## config.mk

```make
export PLATFORM = sky130hd
export DESIGN_NAME = avalon_mm_regbank_irq
export DESIGN_NICKNAME = d
export VERILOG_FILES = /design/src/rtl/avalon_mm_regbank_irq.sv
export SDC_FILE = /design/constraint.sdc
export NUM_CORES = 1
export LEC_CHECK = 0
export ABC_AREA = 1
export ABC_CLOCK_PERIOD_IN_PS = 900
export BUFFER_PORTS_ARGS = -buffer_cell sky130_fd_sc_hd__buf_2
export CAP_MARGIN = 20
export CORE_UTILIZATION = 40
export DETAILED_ROUTE_END_ITERATION = 8
export PLACE_DENSITY = 0.66
export RECOVER_POWER = 100
export SLEW_MARGIN = 20
export SYNTH_ARGS = -nofsm -noshare
export SYNTH_HDL_FRONTEND = slang
export SYNTH_SLANG_ARGS = --single-unit
```

## constraint.sdc

```tcl
create_clock -name clock -period 0.9 [get_ports clock]
set_input_delay 0.09 -clock clock [delete_from_list [all_inputs] [get_ports clock]]
set_output_delay 0.09 -clock clock [all_outputs]
set_load 0.02 [all_outputs]
```

## src/rtl/avalon_mm_regbank_irq.sv

```systemverilog
// Parametrised Avalon-MM register bank: RW control registers, RO status registers,
// sticky W1C event register with interrupt mask, constant ID word and level irq.
module avalon_mm_regbank_irq #(
    parameter int unsigned       DATA_W   = 32,
    parameter int unsigned       N_RW     = 2,
    parameter int unsigned       N_RO     = 1,
    parameter int unsigned       ADDR_W   = 4,
    parameter logic [DATA_W-1:0] RW_RESET = '0,
    parameter logic [DATA_W-1:0] ID_VALUE = DATA_W'(32'h0001_0000)
) (
    input  logic                     clock,
    input  logic                     reset_n,
    input  logic                     chipselect,
    input  logic [ADDR_W-1:0]        address,
    input  logic                     write,
    input  logic [DATA_W-1:0]        writedata,
    input  logic [DATA_W/8-1:0]      byteenable,
    input  logic                     read,
    output logic [DATA_W-1:0]        readdata,
    output logic                     readdatavalid,
    output logic                     irq,
    output logic [N_RW*DATA_W-1:0]   rw_regs,
    output logic [N_RW-1:0]          rw_wr_pulse,
    input  logic [N_RO*DATA_W-1:0]   ro_data,
    input  logic [N_RO-1:0]          ro_we
);

    localparam int unsigned BE_W        = DATA_W / 8;
    localparam int unsigned STATUS_ADDR = N_RW + N_RO;
    localparam int unsigned MASK_ADDR   = STATUS_ADDR + 1;
    localparam int unsigned ID_ADDR     = STATUS_ADDR + 2;

    // Refuse to elaborate a map that cannot be addressed or stored.
    if (N_RW + N_RO + 3 > (1 << ADDR_W)) begin : g_map_check
        $error("avalon_mm_regbank_irq: address map does not fit in ADDR_W");
    end
    if ((DATA_W % 8) != 0 || N_RO > DATA_W) begin : g_width_check
        $error("avalon_mm_regbank_irq: DATA_W must be a multiple of 8 and >= N_RO");
    end

    logic                        wr_en;
    logic                        rd_en;
    logic [DATA_W-1:0]           lane_mask;
    logic [N_RO-1:0][DATA_W-1:0] ro_regs;
    logic [N_RO-1:0]             status;
    logic [DATA_W-1:0]           mask_reg;
    logic [DATA_W-1:0]           rd_mux;
    logic [N_RW-1:0]             wr_pulse_c;
    logic [N_RO-1:0]             status_clr;
    logic [N_RO-1:0]             status_next;
    logic                        sel_status;
    logic                        sel_mask;

    assign wr_en      = chipselect & write;
    assign rd_en      = chipselect & read;
    assign sel_status = (address == ADDR_W'(STATUS_ADDR));
    assign sel_mask   = (address == ADDR_W'(MASK_ADDR));

    // Expand byte enables to a bit mask.
    always_comb begin
        lane_mask = '0;
        for (int unsigned b = 0; b < BE_W; b++) begin
            lane_mask[b*8 +: 8] = {8{byteenable[b]}};
        end
    end

    // Address decode: read mux and RW write strobes.
    always_comb begin
        rd_mux     = '0;
        wr_pulse_c = '0;
        for (int unsigned i = 0; i < N_RW; i++) begin
            if (address == ADDR_W'(i)) begin
                rd_mux        = rw_regs[i*DATA_W +: DATA_W];
                wr_pulse_c[i] = wr_en;
            end
        end
        for (int unsigned i = 0; i < N_RO; i++) begin
            if (address == ADDR_W'(N_RW + i)) begin
                rd_mux = ro_regs[i];
            end
        end
        if (sel_status) begin
            rd_mux = DATA_W'(status);
        end
        if (sel_mask) begin
            rd_mux = mask_reg;
        end
        if (address == ADDR_W'(ID_ADDR)) begin
            rd_mux = ID_VALUE;
        end
    end

    // Sticky events: a load in the same cycle as a W1C keeps the bit set.
    always_comb begin
        status_clr = '0;
        if (wr_en && sel_status) begin
            status_clr = writedata[N_RO-1:0] & lane_mask[N_RO-1:0];
        end
        status_next = (status & ~status_clr) | ro_we;
    end

    always_ff @(posedge clock or negedge reset_n) begin
        if (!reset_n) begin
            rw_regs       <= {N_RW{RW_RESET}};
            ro_regs       <= '0;
            status        <= '0;
            mask_reg      <= '0;
            readdata      <= '0;
            readdatavalid <= 1'b0;
            irq           <= 1'b0;
            rw_wr_pulse   <= '0;
        end else begin
            for (int unsigned i = 0; i < N_RW; i++) begin
                if (wr_pulse_c[i]) begin
                    rw_regs[i*DATA_W +: DATA_W] <= (rw_regs[i*DATA_W +: DATA_W] & ~lane_mask)
                                                 | (writedata & lane_mask);
                end
            end
            for (int unsigned i = 0; i < N_RO; i++) begin
                if (ro_we[i]) begin
                    ro_regs[i] <= ro_data[i*DATA_W +: DATA_W];
                end
            end
            if (wr_en && sel_mask) begin
                mask_reg <= (mask_reg & ~lane_mask) | (writedata & lane_mask);
            end
            status        <= status_next;
            readdatavalid <= rd_en;
            if (rd_en) begin
                readdata <= rd_mux;
            end
            irq         <= |(status & mask_reg[N_RO-1:0]);
            rw_wr_pulse <= wr_pulse_c;
        end
    end

endmodule

```

==> impl_metrics.sql <==
INSERT INTO impl_metrics (metric_group, metric, value, unit) VALUES
('cts', 'clock_tree_from_tritoncts', 'yes', ''),
('cts', 'worstSkewPairLatency', '420', 'ps'),
('setup_path', 'arrival', '1070', 'ps'),
('setup_path', 'cp_cell_instances', 'buf_6 > buf_6', ''),
('layout', 'final_layout_size_suffix_gt1_share', '41.5', '%'),
('run_status', 'outcome', 'finished with violations', ''),
('layout', 'final_core_utilization', '67.4', '%'),
('job', 'drv.max_cap_violation_count', '0', ''),
('placed_design', 'pre_cts_ws', '-384', 'ps'),
('routing', 'route.detailed.wl_per_inst', '17.0', 'µm'),
('pwr', 'ir_worst_vdd', '1400', 'µV'),
('routing', 'detail-route-antenna-nets', '0', ''),
('setup_path', 'crit_path_frequent_cell', 'sky130_fd_sc_hd__buf_6', ''),
('routing', 'viasPerCell', '5.09', ''),
('timing', 'timing_worst_slew_pin_value', '769', 'ps'),
('synth', 'synthCells', '768', ''),
('setup_path', 'category_of_the_worst_setup_path_launch_point', 'flop', ''),
('setup_path', 'critPathBufInv', '2', ''),
('placed_design', 'gp_routability_congestion', '0.765', ''),
('floorplanning', 'fp-row-count', '48', ''),
('timing', 'postLayoutSetupSlackWorst', '-259', 'ps'),
('setup_path', 'timing_worst_setup_path_type', 'flop to output pin', ''),
('routing', 'via_count', '6887', ''),
('placed_design', 'port-buffer-count', '177', ''),
('grt', 'grt_antenna_before_repair', '1', ''),
('layout', 'diodes', '0', ''),
('synth', 'post_synth.cell_area_avg', '9.33', 'µm²'),
('layout', 'n_fill_cell', '1313', ''),
('layout', 'area_taken_by_multi_input_logic_gates', '3030', 'µm²'),
('placed_design', 'dpl.hpwl', '14200', 'µm'),
('grt', 'globalRouteTotalUtil', '25.5', '%'),
('timing', 'max_slew_headroom_at_the_worst_pin', '48.7', '%'),
('synth', 'synthDistinctLibCells', '22', ''),
('layout', 'design.final.nets', '1194', ''),
('synth', 'synth_sequential_area_ratio', '57.6', '%'),
('timing', 'final-max-slew-violation-count', '0', ''),
('timing', 'setup_repair_after_global_routing_missed_its_margin', 'yes', ''),
('setup_path', 'critical-path-slowest-cell', 'sky130_fd_sc_hd__dfrtp_1', ''),
('cts', 'clkSlewWorstSetupHoldPaths', '70', 'ps'),
('setup_path', 'critical_path_required', '810', 'ps'),
('timing', 'maxClockFrequency', '863', 'MHz'),
('grt', 'grtUsageMet3', '5.89', '%'),
('grt', 'top_usage_layer', 'met2', ''),
('setup_path', 'rr_worst_depth', '8', ''),
('cts', 'clock_sink_count', '165', ''),
('grt', 'grt_start_max_net_pins', '39', ''),
('setup_path', 'max_stage_delay', '400', 'ps'),
('layout', 'regArea', '4130', 'µm²'),
('timing', 'finalSetupViolations', '211', ''),
('run_status', 'violations_in_the_final_reports', 'setup timing', ''),
('grt', 'via_count_of_the_first_global_routing_pass', '6826', ''),
('synth', 'synth-warning-count', '0', ''),
('cts', 'max-clock-path-buffers', '2', ''),
('worst_hold_path', 'hold_path.class', 'input port to flop', ''),
('floorplanning', 'fp.coreArea', '17400', 'µm²'),
('pwr', 'power_density', '1820', 'nW/µm²'),
('pwr', 'power.leakage', '5.77', 'nW'),
('timing', 'final.min_clock_period', '1160', 'ps'),
('floorplanning', 'start_util', '41.1', '%'),
('synth', 'syn-cell-area', '7160', 'µm²'),
('setup_path', 'maximum_fanout_along_the_worst_path', '2', ''),
('cts', 'cts_inserted_buffers', '17', ''),
('setup_path', 'critPathTopFamily', 'flip-flops', ''),
('cts', 'clock-root-buffer', 'sky130_fd_sc_hd__clkbuf_16', ''),
('floorplanning', 'die-area', '18400', 'µm²'),
('layout', 'areaGrowthSynthToFinish', '63.8', '%'),
('grt', 'globalRouteMet1Util', '34.8', '%'),
('grt', 'globalRouteOverflowTotal', '0', ''),
('timing', 'final_hold_viol_count', '0', ''),
('routing', 'drt_first_iter_violations', '452', ''),
('floorplanning', 'io_pins', '178', '');
-- where the power goes --
group	internal [mW]	leakage, nW	switching (mW)
logic	2.73	3.32	2.36
registers	8.23	2.16	0.635
clock network	4.44	0.294	2.98
-- metal layers --
layer	part of all wire (%)	up-vias	routed length (µm)
met5	0.057	-	13
li1	-	3292	-
met1	44	3326	10100
met3	5.9	28	1360
met2	49	239	11200
met4	1.5	2	353
-- cell usage in the layout (no fill, tap or decap), types with 4 or more instances in the layout --
cell type | synthesis | routed
sky130_fd_sc_hd__nand2_1 | 197 | 191
sky130_fd_sc_hd__buf_6 | 1 | 166
sky130_fd_sc_hd__dfrtp_1 | 165 | 164
sky130_fd_sc_hd__o21ai_1 | 88 | 87
sky130_fd_sc_hd__nand3_1 | 129 | 75
sky130_fd_sc_hd__buf_2 | 21 | 75
sky130_fd_sc_hd__dlygate4sd3_1 | 0 | 65
sky130_fd_sc_hd__buf_4 | 0 | 56
sky130_fd_sc_hd__nand3_2 | 0 | 54
sky130_fd_sc_hd__inv_1 | 38 | 38
sky130_fd_sc_hd__mux2_2 | 32 | 32
sky130_fd_sc_hd__nand4_1 | 30 | 30
sky130_fd_sc_hd__clkbuf_16 | 0 | 17
sky130_fd_sc_hd__nand2_4 | 3 | 12
sky130_fd_sc_hd__buf_12 | 0 | 11
sky130_fd_sc_hd__nand2_2 | 12 | 9
sky130_fd_sc_hd__o21ai_2 | 8 | 9
sky130_fd_sc_hd__nor2_4 | 4 | 6
sky130_fd_sc_hd__nor2_1 | 6 | 5
sky130_fd_sc_hd__clkinv_2 | 0 | 4
-- cell usage after synthesis --
master                     instances  area share, %
sky130_fd_sc_hd__o21ai_0           1          0.070
sky130_fd_sc_hd__clkbuf_1         22            1.2
sky130_fd_sc_hd__nand2_4           3           0.47
sky130_fd_sc_hd__nand2_1         197             10
sky130_fd_sc_hd__buf_6             1           0.16
sky130_fd_sc_hd__nand4_1          30            2.6
sky130_fd_sc_hd__nor2_4            4           0.63
sky130_fd_sc_hd__nand3_1         129            9.0
sky130_fd_sc_hd__buf_2            21            1.5
sky130_fd_sc_hd__o21ai_2           8           0.98
sky130_fd_sc_hd__nor3_1            2           0.14
sky130_fd_sc_hd__inv_2             2           0.10
sky130_fd_sc_hd__nor2_1            6           0.31
sky130_fd_sc_hd__buf_1             3           0.16
sky130_fd_sc_hd__dfrtp_1         165             58
sky130_fd_sc_hd__mux2_2           32            5.0
sky130_fd_sc_hd__nand2_2          12            1.0
sky130_fd_sc_hd__nor2_2            2           0.17
sky130_fd_sc_hd__o21ai_1          88            6.1
sky130_fd_sc_hd__o21bai_1          1           0.10
sky130_fd_sc_hd__inv_1            38            2.0
sky130_fd_sc_hd__nor2_8            1           0.28
-- final cells by class --
cell class / count / area share [%]
clock buffer: 20 / 3.81
clock inverter: 12 / 1.30
inverter: 40 / 1.28
sequential: 165 / 35.2
multi-input combinational: 516 / 25.8
timing repair buffer: 376 / 30.2
tap: 225 / 2.40
-- cell families (layout without fill, tap and decap cells) --
| kind of cell | after synthesis | count (layout) | synth area share [%] |
|---|---|---|---|
| flip-flops | 165 | 165 | 57.6 |
| buffers and inverters | 87 | 448 | 5.03 |
| AO/OA/AOI/OAI | 98 | 98 | 7.30 |
| multiplexers | 32 | 32 | 5.03 |
| AND/OR/NAND/NOR | 386 | 386 | 25.0 |
-- through the flow --
step	setup TNS, ps	total power [mW]	instance area, µm²	hold WS, ps	instances
finish	-21120	21.4	11700	101	1354
global placement	-39640	12.1	8740	-7.91	1182
CTS	-18550	21.0	11100	46.1	1341
detailed placement	-41610	12.1	8740	-9.79	1182
global route	-44430	22.3	11700	109	1354
floorplan	-9980	10.5	7270	-206	768
-- worst reg2reg max path, stage by stage (launching register included) --
cell and delay, ps:
sky130_fd_sc_hd__dfrtp_1 390, sky130_fd_sc_hd__buf_4 140, sky130_fd_sc_hd__buf_6 110, sky130_fd_sc_hd__nand3_2 60, sky130_fd_sc_hd__nand3_2 50, sky130_fd_sc_hd__nand2_1 50
sky130_fd_sc_hd__nand2_1 50, sky130_fd_sc_hd__nand2_1 50, sky130_fd_sc_hd__nand2_1 50
-- worst paths after layout --
kind,start,end,slack (ps)
setup / recovery,flop,rw_regs[1],-260
hold / removal,byteenable[3],flop,100
setup reg to reg,flop,readdata[0],-150
hold reg to reg,status,irq,480
max in group asynchronous,reset_n,async pin,-50
min in group asynchronous,reset_n,async pin,280
-- repair_timing --
action                                  in CTS  in global routing
pin swaps                                   14                 59
hold endpoints to repair                   293                  0
hold buffers                                65                  0
endpoints found under the setup margin     100                171
resized for setup                          211                126
setup buffers                               75                 16
cloned                                       0                  0
No activity file was read; power rests on OpenSTA's default activity.
